<file path="src/rtl/key_priority_encoder.sv">
// key_priority_encoder: synchronized, debounced 8-key priority encoder
// with a valid/ack handshake and a single report per debounced press.
module key_priority_encoder #(
   parameter int DEBOUNCE_CYCLES = 4
) (
   input  logic       clk,
   input  logic       rst_n,
   input  logic       ei_n,
   input  logic [7:0] keys_n,
   input  logic       ack,
   output logic [2:0] code,
   output logic       valid,
   output logic       gs
);

   localparam int CW =
      (DEBOUNCE_CYCLES > 1) ? $clog2(DEBOUNCE_CYCLES) : 1;
   localparam logic [CW-1:0] LAST = CW'(DEBOUNCE_CYCLES - 1);

   typedef enum logic [1:0] {
      S_IDLE,
      S_DEB,
      S_HOLD,
      S_REL
   } state_t;

   state_t        r_state;
   state_t        w_state_nxt;
   logic [7:0]    r_sync1;
   logic [7:0]    r_sync2;
   logic [CW-1:0] r_cnt;
   logic [CW-1:0] w_cnt_nxt;
   logic [2:0]    r_cand;
   logic [2:0]    w_cand_nxt;
   logic [2:0]    r_code;
   logic [2:0]    w_code_nxt;
   logic          r_valid;
   logic          w_valid_nxt;
   logic          r_gs;
   logic          w_any;
   logic [2:0]    w_enc;

   assign w_any = (r_sync2 != 8'hFF);
   assign code  = r_code;
   assign valid = r_valid;
   assign gs    = r_gs;

   // Two-flop synchronizer; idle level of a key line is 1.
   always_ff @(posedge clk or negedge rst_n) begin
      if (!rst_n) begin
         r_sync1 <= 8'hFF;
         r_sync2 <= 8'hFF;
      end else begin
         r_sync1 <= keys_n;
         r_sync2 <= r_sync1;
      end
   end

   // Highest-numbered low key wins; later iterations override earlier.
   always_comb begin
      w_enc = 3'd0;
      for (int i = 0; i < 8; i++) begin
         if (!r_sync2[i]) begin
            w_enc = 3'(i);
         end
      end
   end

   // Group select tracks synchronized keys and enable in every state.
   always_ff @(posedge clk or negedge rst_n) begin
      if (!rst_n) begin
         r_gs <= 1'b0;
      end else begin
         r_gs <= w_any & ~ei_n;
      end
   end

   // State, counter, candidate and report registers.
   always_ff @(posedge clk or negedge rst_n) begin
      if (!rst_n) begin
         r_state <= S_IDLE;
         r_cnt   <= '0;
         r_cand  <= 3'd0;
         r_code  <= 3'd0;
         r_valid <= 1'b0;
      end else begin
         r_state <= w_state_nxt;
         r_cnt   <= w_cnt_nxt;
         r_cand  <= w_cand_nxt;
         r_code  <= w_code_nxt;
         r_valid <= w_valid_nxt;
      end
   end

   // Next-state: debounce a press, hold until ack, debounce the release.
   always_comb begin
      w_state_nxt = r_state;
      w_cnt_nxt   = r_cnt;
      w_cand_nxt  = r_cand;
      w_code_nxt  = r_code;
      w_valid_nxt = r_valid;
      unique case (r_state)
         S_IDLE: begin
            if (w_any && !ei_n) begin
               w_cand_nxt  = w_enc;
               w_cnt_nxt   = '0;
               w_state_nxt = S_DEB;
            end
         end
         S_DEB: begin
            if (ei_n || !w_any || (w_enc != r_cand)) begin
               w_state_nxt = S_IDLE;
            end else if (r_cnt == LAST) begin
               w_code_nxt  = r_cand;
               w_valid_nxt = 1'b1;
               w_state_nxt = S_HOLD;
            end else begin
               w_cnt_nxt = r_cnt + 1'b1;
            end
         end
         S_HOLD: begin
            if (ack) begin
               w_valid_nxt = 1'b0;
               w_cnt_nxt   = '0;
               w_state_nxt = S_REL;
            end
         end
         S_REL: begin
            if (w_any) begin
               w_cnt_nxt = '0;
            end else if (r_cnt == LAST) begin
               w_state_nxt = S_IDLE;
            end else begin
               w_cnt_nxt = r_cnt + 1'b1;
            end
         end
         default: begin
            w_state_nxt = S_IDLE;
         end
      endcase
   end

endmodule

</file>
<file path="config.mk">
export PLATFORM = sky130hd
export DESIGN_NAME = key_priority_encoder
export DESIGN_NICKNAME = d
export VERILOG_FILES = /design/src/rtl/key_priority_encoder.sv
export SDC_FILE = /design/constraint.sdc
export NUM_CORES = 1
export LEC_CHECK = 0
export ABC_CLOCK_PERIOD_IN_PS = 5900
export CAP_MARGIN = 20
export CORE_AREA = 2 2 52 54
export DETAILED_ROUTE_END_ITERATION = 8
export DIE_AREA = 0 0 54 56
export PLACE_DENSITY = 0.71
export SLEW_MARGIN = 30
export SYNTH_ARGS = -nofsm -noshare
export SYNTH_HDL_FRONTEND = slang
export SYNTH_SLANG_ARGS = --single-unit
</file>
<file path="constraint.sdc">
create_clock -name clk -period 5.9 [get_ports clk]
set_input_delay 1.77 -clock clk [delete_from_list [all_inputs] [get_ports clk]]
set_output_delay 1.77 -clock clk [all_outputs]
set_load 0.02 [all_outputs]
</file>
==> flow_metrics.tcl, run 1 <==
set metrics [dict create \
    rsz0062_at_grt "false" \
    ios 17 \
    avgViaCountPerCell 5.42 \
    stdcell_count 140 \
    ctsHoldBuffers 0 \
    path_cells "clkdlybuf4s50_1 -> or4b_1 -> nand2_2 -> nand4_4 -> mux2_4" \
    regArea_um2 721 \
    slew_violations 0 \
    slowest_delay_ns 0.56 \
    cp_data_required_time_ns 6.12 \
    max_freq_ghz 0.313 \
    endpoint_kind "flip-flop" \
    fin_util 0.563 \
    final.fill_count 225 \
    numClockSinks 28 \
    synth.avg_cell_area_um2 12.7 \
    slew_headroom 0.463 \
    finalCritPeriodShare 0.542 \
    power.density_nw_per_um2 222 \
    multi_input_area_um2 407 \
    layout-drive-gt1-share 0.264 \
    critPathSlowestCell "or4b_1" \
    grt_pass1_wl_um 3260 \
    area_growth_pct 18.8 \
    hpwl_um 1400 \
    track_usage 0.150 \
    nNetsFinal 124 \
    antenna_cells 0 \
    antenna_found_initial 0 \
    syn_inst 91 \
    numCtsBuffers 3 \
    critPathKind "in2reg" \
    post-route-min-period_ns 3.20 \
    fin_area_um2 1370 \
    netlist_area_um2 1150 \
    initialDrtViolationCount 6 \
    synth.distinct_cells 34 \
    rows 18 \
    post_drt_wl_per_cell_um 13.0 \
    postCtsSetupRepairBufs 0 \
    wirelength_um 1830 \
    post_cts_resized 0 \
    critPathLaunchType "primary input" \
    finalSetupViolations 0 \
    post-place-ws_ns 2.34 \
    placed_area_um2 1350 \
    ys_ff_latch 28 \
    crit_family "simple AND/OR/NAND/NOR gates" \
    num_vias 759 \
    hold_viol 0 \
    final_antenna_net_count 0 \
    yosysWarnings 0 \
    cts_tree "done" \
    cts.htree.levels 1 \
    grt_pass1_vias 749 \
    tns_ns 0 \
    setup_slack_ns 2.70 \
    die-area_um2 3020 \
    grt_max_degree 29 \
    die_w_um 54 \
    die_y_um 56 \
    yosysSeqAreaShare 0.625 \
    skew_ns 0.00330 \
    place.gp.congestion 0.904 \
    numPortBuffers 16 \
    insertion_delay_ns 0.32 \
    core_area_um2 2430 \
    cap_violations 0 \
    route.detailed.drc 0 \
    p_leak_nw 0.563 \
    status "completed" \
    overflow 0 \
    path_clk_slew_ns 0.12 \
    hold_ws_ns 0.364 \
    dpl.cell_count 137 \
    tightest_slew_ns 0.799 \
    critPathBufInv 1 \
    synth_nets 103 \
    hold_path.class "reg2reg" \
    cts-root-buf "clkbuf_4" \
    power_mw 0.304 \
    peakVddDrop_v 0.000190 \
    start_util 0.474 \
    clockBufferDepth 2 \
    worst_ep_arrival_time_ns 3.42 \
    final_cell_mix "clkdlybuf4s50_1 (16), dfstp_2 (16), dfrtp_1 (12)" \
    critPathMaxFanout 5 \
    dr.pass1.iters 4 \
]
cell usage after synthesis:
| cell | count | area share |
|---|---|---|
| o21a_1 | 1 | 0.0065 |
| and2b_1 | 1 | 0.0065 |
| nand3_1 | 2 | 0.0087 |
| nand2_1 | 7 | 0.023 |
| mux2_2 | 1 | 0.0098 |
| and4_2 | 1 | 0.0087 |
| o22ai_1 | 1 | 0.0054 |
| and3_1 | 1 | 0.0054 |
| a21boi_0 | 1 | 0.0065 |
| or2b_2 | 1 | 0.0076 |
| a211oi_1 | 1 | 0.0065 |
| nand2_2 | 1 | 0.0054 |
| nand2b_1 | 2 | 0.011 |
| nand4_1 | 2 | 0.011 |
| a21oi_1 | 3 | 0.013 |
| a311oi_1 | 1 | 0.0076 |
| nor2b_1 | 3 | 0.016 |
| inv_1 | 4 | 0.013 |
| a31oi_1 | 3 | 0.016 |
| a41oi_1 | 1 | 0.0076 |
| o221ai_1 | 1 | 0.0076 |
| buf_6 | 1 | 0.0098 |
| xor2_1 | 1 | 0.0076 |
| mux2_4 | 3 | 0.039 |
| dfrtp_1 | 12 | 0.26 |
| nand4_4 | 2 | 0.037 |
| nor3_1 | 2 | 0.0087 |
| o21ai_0 | 5 | 0.022 |
| nor4_1 | 1 | 0.0054 |
| nand3b_1 | 1 | 0.0065 |
| or4b_1 | 1 | 0.0087 |
| nor2_1 | 6 | 0.020 |
| dfstp_2 | 16 | 0.36 |
| a221o_1 | 1 | 0.0087 |
power breakdown:
group	internal [mW]	leakage (nW)	total, mW	switching [mW]
Combinational	0.0115	0.231	0.0223	0.0109
Sequential	0.203	0.319	0.208	0.00476
Clock	0.0240	0.0138	0.0735	0.0495
metal layers:
layer / wire [um] / GRT usage / share of wire
met1: 767 / 0.176 / 0.42
met3: 83 / 0.0323 / 0.045
met4: 46 / 0.0750 / 0.025
met2: 928 / 0.251 / 0.51
met5: 0 / 0 / 0
path summary, 6_finish.rpt:
path                                      startpoint                   end  slack, ns  depth (start not counted)
min in group asynchronous                      rst_n     valid$_DFFE_PN0P_       1.81                          2
worst max-delay path                            ei_n   code[2]$_DFFE_PN0P_       2.70                          5
worst max register to register  r_sync2[6]$_DFF_PN1_   code[2]$_DFFE_PN0P_       3.90                          5
worst min-delay path            r_sync1[4]$_DFF_PN1_  r_sync2[4]$_DFF_PN1_       0.36                          0
worst min register to register  r_sync1[4]$_DFF_PN1_  r_sync2[4]$_DFF_PN1_       0.36                          0
max in group asynchronous                      rst_n  r_sync2[5]$_DFF_PN1_       3.80                          2
layout make-up:
| cell class | count | area share |
|---|---|---|
| Tap cell | 30 | 0.0274 |
| Timing Repair Buffer | 17 | 0.122 |
| Inverter | 4 | 0.0110 |
| Clock buffer | 3 | 0.0164 |
| Multi-Input combinational cell | 58 | 0.297 |
| Sequential cell | 28 | 0.526 |
flip-flops by register name (all words and copies together) (netlist names), named ones only:
signal and flops:
r_cnt 2, gs 1, r_sync1 8, valid 1
r_sync2 8, r_state 1, r_cand 3, code 3
cell families (layout without fill, tap and decap cells):
| group | Yosys count | after routing | synth area share |
|---|---|---|---|
| AND/OR/NAND/NOR | 34 | 34 | 0.189 |
| flip-flops | 28 | 28 | 0.625 |
| AO/OA/AOI/OAI | 19 | 19 | 0.107 |
| buffers and inverters | 5 | 24 | 0.0228 |
| multiplexers | 4 | 4 | 0.0488 |
| XOR/XNOR | 1 | 1 | 0.00759 |
worst register-to-register path, cell delays in order (launching register included):
cell and delay, ns:
dfstp_2 0.61, nand4_4 0.16, or4b_1 0.51, nand2_2 0.14
nand4_4 0.15, mux2_4 0.34
Power figures use the tool's default switching activity.
==> inputs of run 2 (changes only) <==
--- a/config.mk
+++ b/config.mk
@@ -5,11 +5,11 @@
 export SDC_FILE = /design/constraint.sdc
 export NUM_CORES = 1
 export LEC_CHECK = 0
-export ABC_CLOCK_PERIOD_IN_PS = 5900
+export ABC_CLOCK_PERIOD_IN_PS = 2770
 export CAP_MARGIN = 20
-export CORE_AREA = 2 2 52 54
+export CORE_AREA = 2 2 53 55
 export DETAILED_ROUTE_END_ITERATION = 8
-export DIE_AREA = 0 0 54 56
+export DIE_AREA = 0 0 55 57
 export PLACE_DENSITY = 0.71
 export SLEW_MARGIN = 30
 export SYNTH_ARGS = -nofsm -noshare
==> constraint.sdc (replaced) <==
create_clock -name clk -period 2.77 [get_ports clk]
set_input_delay 0.831 -clock clk [delete_from_list [all_inputs] [get_ports clk]]
set_output_delay 0.831 -clock clk [all_outputs]
set_load 0.02 [all_outputs]
==> run 2 against run 1 <==
  * Core utilization shrank 3.1 points
  * Worst hold slack improved by 0.0015 ns
  * Largest cell class unchanged
  * Via count increased by 1.6%
  * Sequential power increased by 110%
  * Count of clock-buffer cells in the layout is 1 higher
  * Total power grew 130%
  * Wire length is 1.0% lower
  * Die area rose by 3.7%
  * Combinational power rose by 110%
  * Flip-flop and latch count unchanged
  * Critical path depth unchanged
  * Sequential share of layout area decreased by 0.85 points
==> flow_metrics.tcl, run 2 (same netlist as run 1, synthesis figures left out) <==
set metrics [dict create \
    slowest_delay_ns 0.56 \
    reg.largest.list "r_sync1 (8), r_sync2 (8)" \
    wirelength_um 1810 \
    r2r-end "code[1]$_DFFE_PN0P_" \
    num_vias 771 \
    initialDrtViolationCount 8 \
    dr.pass1.iters 4 \
    ff2ff_setup_slack_ns 0.75 \
    gr-usage-met3 0.0314 \
    status "completed" \
    cts-root-buf "clkbuf_4" \
    cap_violations 0 \
    fin_util 0.533 \
    path_cells "clkdlybuf4s50_1 -> or4b_1 -> nand2_2 -> nand4_4 -> mux2_4" \
    rsz0062_at_grt "false" \
    setup.worst_path.start "ei_n" \
    ios 17 \
    endpoint_kind "flip-flop" \
    path_clk_slew_ns 0.14 \
    place.gp.congestion 0.731 \
    antenna_cells 0 \
    final_cell_mix "clkdlybuf4s50_1 (16), dfstp_2 (16), dfrtp_1 (12)" \
    ctsHoldBuffers 0 \
    grt_pass1_wl_um 3270 \
    layout-drive-gt1-share 0.277 \
    grtUsageMet1 0.185 \
    finalSetupViolations 0 \
    post_cts_resized 0 \
    critPathMaxFanout 5 \
    numPortBuffers 16 \
    hold_viol 0 \
    final_antenna_net_count 0 \
    core_area_um2 2620 \
    die_y_um 57 \
    tns_ns 0 \
    insertion_delay_ns 0.32 \
    clockBufferDepth 2 \
    rows 19 \
    track_usage 0.140 \
    cts_tree "done" \
    numClockSinks 28 \
    hold_path.class "reg2reg" \
    die-area_um2 3140 \
    nNetsFinal 125 \
    dpl.cell_count 139 \
    finalCritPeriodShare 0.823 \
    reg2reg_from "r_sync2[5]$_DFF_PN1_" \
    overflow 0 \
    grt-busiest-layer "met2" \
    grt_max_degree 29 \
    start_util 0.441 \
    route.detailed.drc 0 \
    numCtsBuffers 3 \
    critPathKind "in2reg" \
    die_w_um 55 \
    worst_ep_arrival_time_ns 2.50 \
    hpwl_um 1340 \
    power.density_nw_per_um2 491 \
    peakVddDrop_v 0.000337 \
    antenna_found_initial 0 \
    stdcell_count 143 \
    p_leak_nw 0.576 \
    use_met2 0.233 \
    avgViaCountPerCell 5.39 \
    grt_pass1_vias 728 \
    area_growth_pct 20.7 \
    slew_violations 0 \
    endpoint "code[1]$_DFFE_PN0P_" \
    critPathLaunchType "primary input" \
    critPathSlowestCell "or4b_1" \
    post-route-min-period_ns 2.28 \
    max_freq_ghz 0.439 \
    rr_worst_depth 5 \
    cp_data_required_time_ns 2.99 \
    postCtsSetupRepairBufs 0 \
    skew_ns 0.00580 \
    tightest_slew_ns 0.459 \
    post_drt_wl_per_cell_um 12.6 \
    slew_headroom 0.693 \
    cts.htree.levels 1 \
]
## run 2: final cells by class
| cell class | instances | area [um2] |
|---|---|---|
| Fill cell | 236 | 1220 |
| Tap cell | 31 | 38.8 |
| Sequential cell | 28 | 721 |
| Timing Repair Buffer | 18 | 175 |
| Inverter | 4 | 15.0 |
| Clock buffer | 4 | 36.3 |
| Multi-Input combinational cell | 58 | 407 |
## run 2: worst max-delay path: cells and delay by family
kind,cells,cell delay [ns]
muxes,1,0.34
and+or+nand+nor,3,0.86
buffers and inverters,1,0.47
## run 2: routing by layer
layer | routed length [um] | vias up | share of wire
li1 | - | 371 | -
met1 | 730 | 373 | 0.40
met2 | 964 | 27 | 0.53
met3 | 111 | 0 | 0.061
met4 | 0 | 0 | 0
met5 | 0 | - | 0
## run 2: how the worst min path moves through the flow
stage,to,slack [ns],from,cells after the start
2_1_floorplan,r_sync2[0]$_DFF_PN1_,0.35,r_sync1[0]$_DFF_PN1_,0
3_3_place_gp,r_sync2[6]$_DFF_PN1_,0.35,r_sync1[6]$_DFF_PN1_,0
3_5_place_dp,r_sync2[7]$_DFF_PN1_,0.35,r_sync1[7]$_DFF_PN1_,0
4_1_cts,r_sync2[7]$_DFF_PN1_,0.37,r_sync1[7]$_DFF_PN1_,0
5_1_grt,r_sync2[1]$_DFF_PN1_,0.37,r_sync1[1]$_DFF_PN1_,0
6_report,r_sync2[5]$_DFF_PN1_,0.37,r_sync1[5]$_DFF_PN1_,0
## run 2: power breakdown
| group | internal [mW] | total (mW) | switching [mW] |
|---|---|---|---|
| Clock | 0.0803 | 0.194 | 0.114 |
| Combinational | 0.0244 | 0.0475 | 0.0231 |
| Sequential | 0.433 | 0.442 | 0.00981 |
| Total | 0.537 | 0.684 | 0.147 |
## run 2: per-stage QoR
step | instance area (um2) | hold WS [ns] | total power, mW | worst slack, ns
4_1_cts | 1390 | 0.367 | 0.693 | 0.500
3_3_place_gp | 1360 | 0.346 | 0.496 | 0.192
6_report | 1390 | 0.366 | 0.684 | 0.490
3_5_place_dp | 1360 | 0.347 | 0.498 | 0.148
5_1_grt | 1390 | 0.371 | 0.723 | 0.416
2_1_floorplan | 1150 | 0.345 | 0.466 | 0.704
==> inputs of run 3 (changes only) <==
--- a/config.mk
+++ b/config.mk
@@ -5,11 +5,11 @@
 export SDC_FILE = /design/constraint.sdc
 export NUM_CORES = 1
 export LEC_CHECK = 0
-export ABC_CLOCK_PERIOD_IN_PS = 2770
+export ABC_CLOCK_PERIOD_IN_PS = 2260
 export CAP_MARGIN = 20
-export CORE_AREA = 2 2 53 55
+export CORE_AREA = 2 2 52 54
 export DETAILED_ROUTE_END_ITERATION = 8
-export DIE_AREA = 0 0 55 57
+export DIE_AREA = 0 0 54 56
 export PLACE_DENSITY = 0.71
 export SLEW_MARGIN = 30
 export SYNTH_ARGS = -nofsm -noshare
==> constraint.sdc (replaced) <==
create_clock -name clk -period 2.26 [get_ports clk]
set_input_delay 0.678 -clock clk [delete_from_list [all_inputs] [get_ports clk]]
set_output_delay 0.678 -clock clk [all_outputs]
set_load 0.02 [all_outputs]
==> run 3 against run 2 <==
  * Largest power group unchanged
  * Global-route usage grew 0.44 points
  * Largest cell class unchanged
  * Critical endpoint is now code[2]
  * Total power grew 35%
  * Wire length is essentially flat
==> flow_metrics.tcl, run 3 (same netlist as run 1, synthesis figures left out) <==
set metrics [dict create \
    status "completed" \
    post_drt_wl_per_cell_um 12.5 \
    area_growth_pct 24.0 \
    crit_family "buffers and inverters" \
    wirelength_um 1810 \
    postCtsSetupRepairBufs 0 \
    grt_max_degree 29 \
    slew_headroom 0.706 \
    max_freq_ghz 0.499 \
    route.detailed.drc 0 \
    antenna_cells 0 \
    post-route-min-period_ns 2.00 \
    critPathKind "reg2out" \
    reg.largest.list "r_sync1 (8), r_sync2 (8)" \
    cts_tree "done" \
    tightest_slew_ns 0.439 \
    track_usage 0.145 \
    core_area_um2 2430 \
    cap_violations 0 \
    peakVddDrop_v 0.000504 \
    numPortBuffers 16 \
    dr.pass1.iters 4 \
    cp_data_required_time_ns 1.58 \
    numClockSinks 28 \
    critPathBufInv 1 \
    fin_area_um2 1430 \
    num_vias 770 \
    antenna_found_initial 0 \
    overflow 0 \
    layout-drive-gt1-share 0.296 \
    skew_ns 0.00896 \
    numCtsBuffers 3 \
    finalSetupViolations 0 \
    clockBufferDepth 2 \
    fin_util 0.588 \
    ios 17 \
    finalCritPeriodShare 0.887 \
    final_cell_mix "clkdlybuf4s50_1 (16), dfstp_2 (16), dfrtp_1 (12)" \
    die_y_um 56 \
    rsz0062_at_grt "false" \
    nNetsFinal 128 \
    slowest_delay_ns 0.61 \
    hold_viol 0 \
    critPathMaxFanout 2 \
    die-area_um2 3020 \
    hpwl_um 1350 \
    cts-root-buf "clkbuf_4" \
    rows 18 \
    grt_pass1_wl_um 3160 \
    path_clk_slew_ns 0.15 \
    cts.htree.levels 1 \
    final_antenna_net_count 0 \
    slew_violations 0 \
    hold_path.class "reg2reg" \
    endpoint_kind "primary output" \
    stdcell_count 145 \
    initialDrtViolationCount 3 \
    start_util 0.474 \
    power.density_nw_per_um2 647 \
    avgViaCountPerCell 5.31 \
    ctsHoldBuffers 0 \
    p_leak_nw 0.597 \
    grt_pass1_vias 768 \
    critPathLaunchType "flip-flop" \
    critPathSlowestCell "clkdlybuf4s50_1" \
    insertion_delay_ns 0.33 \
    path_cells "clkdlybuf4s50_1" \
    die_w_um 54 \
    worst_ep_arrival_time_ns 1.33 \
    place.gp.congestion 0.881 \
    post_cts_resized 0 \
    dpl.cell_count 141 \
    hold_ws_ns 0.365 \
    placed_area_um2 1380 \
]
[run 3: stage by stage]
step	TNS, ns	total power [mW]	worst slack, ns
final	0	0.925	0.255
after global routing	0	0.959	0.173
after CTS	0	0.936	0.238
after detailed placement	-0.392	0.612	-0.0994
after global placement	-0.274	0.610	-0.0722
after floorplan	0	0.571	0.347
[run 3: power breakdown]
| group | internal, mW | leakage, nW | switching, mW |
|---|---|---|---|
| clock network | 0.179 | 0.0279 | 0.144 |
| registers | 0.530 | 0.319 | 0.0121 |
| logic | 0.0313 | 0.250 | 0.0279 |
| total | 0.741 | 0.597 | 0.184 |
[run 3: path summary, 6_finish.rpt]
path | start | endpoint | slack (ns) | depth (start not counted)
worst max-delay path | code[2]$_DFFE_PN0P_ | code[2] | 0.26 | 1
worst min-delay path | r_sync1[0]$_DFF_PN1_ | r_sync2[0]$_DFF_PN1_ | 0.37 | 0
worst max register to register | r_sync2[6]$_DFF_PN1_ | code[1]$_DFFE_PN0P_ | 0.31 | 5
worst min register to register | r_sync1[0]$_DFF_PN1_ | r_sync2[0]$_DFF_PN1_ | 0.37 | 0
max in group asynchronous | rst_n | r_sync2[3]$_DFF_PN1_ | 1.27 | 2
min in group asynchronous | rst_n | code[1]$_DFFE_PN0P_ | 0.69 | 2
[run 3: per-layer routing]
metal	GRT usage	vias to the layer above	routed length, um
met5	0	-	0
met4	0.0857	0	57
met3	0.0349	6	109
met2	0.244	27	890
met1	0.157	361	749
li1	-	376	-
[run 3: area by class of cell]
cell class	count	area, um2
Clock buffer	3	22.5
Clock inverter	1	30.0
Fill cell	218	1000
Inverter	4	15.0
Multi-Input combinational cell	58	407
Sequential cell	28	721
Tap cell	30	37.5
Timing Repair Buffer	21	198
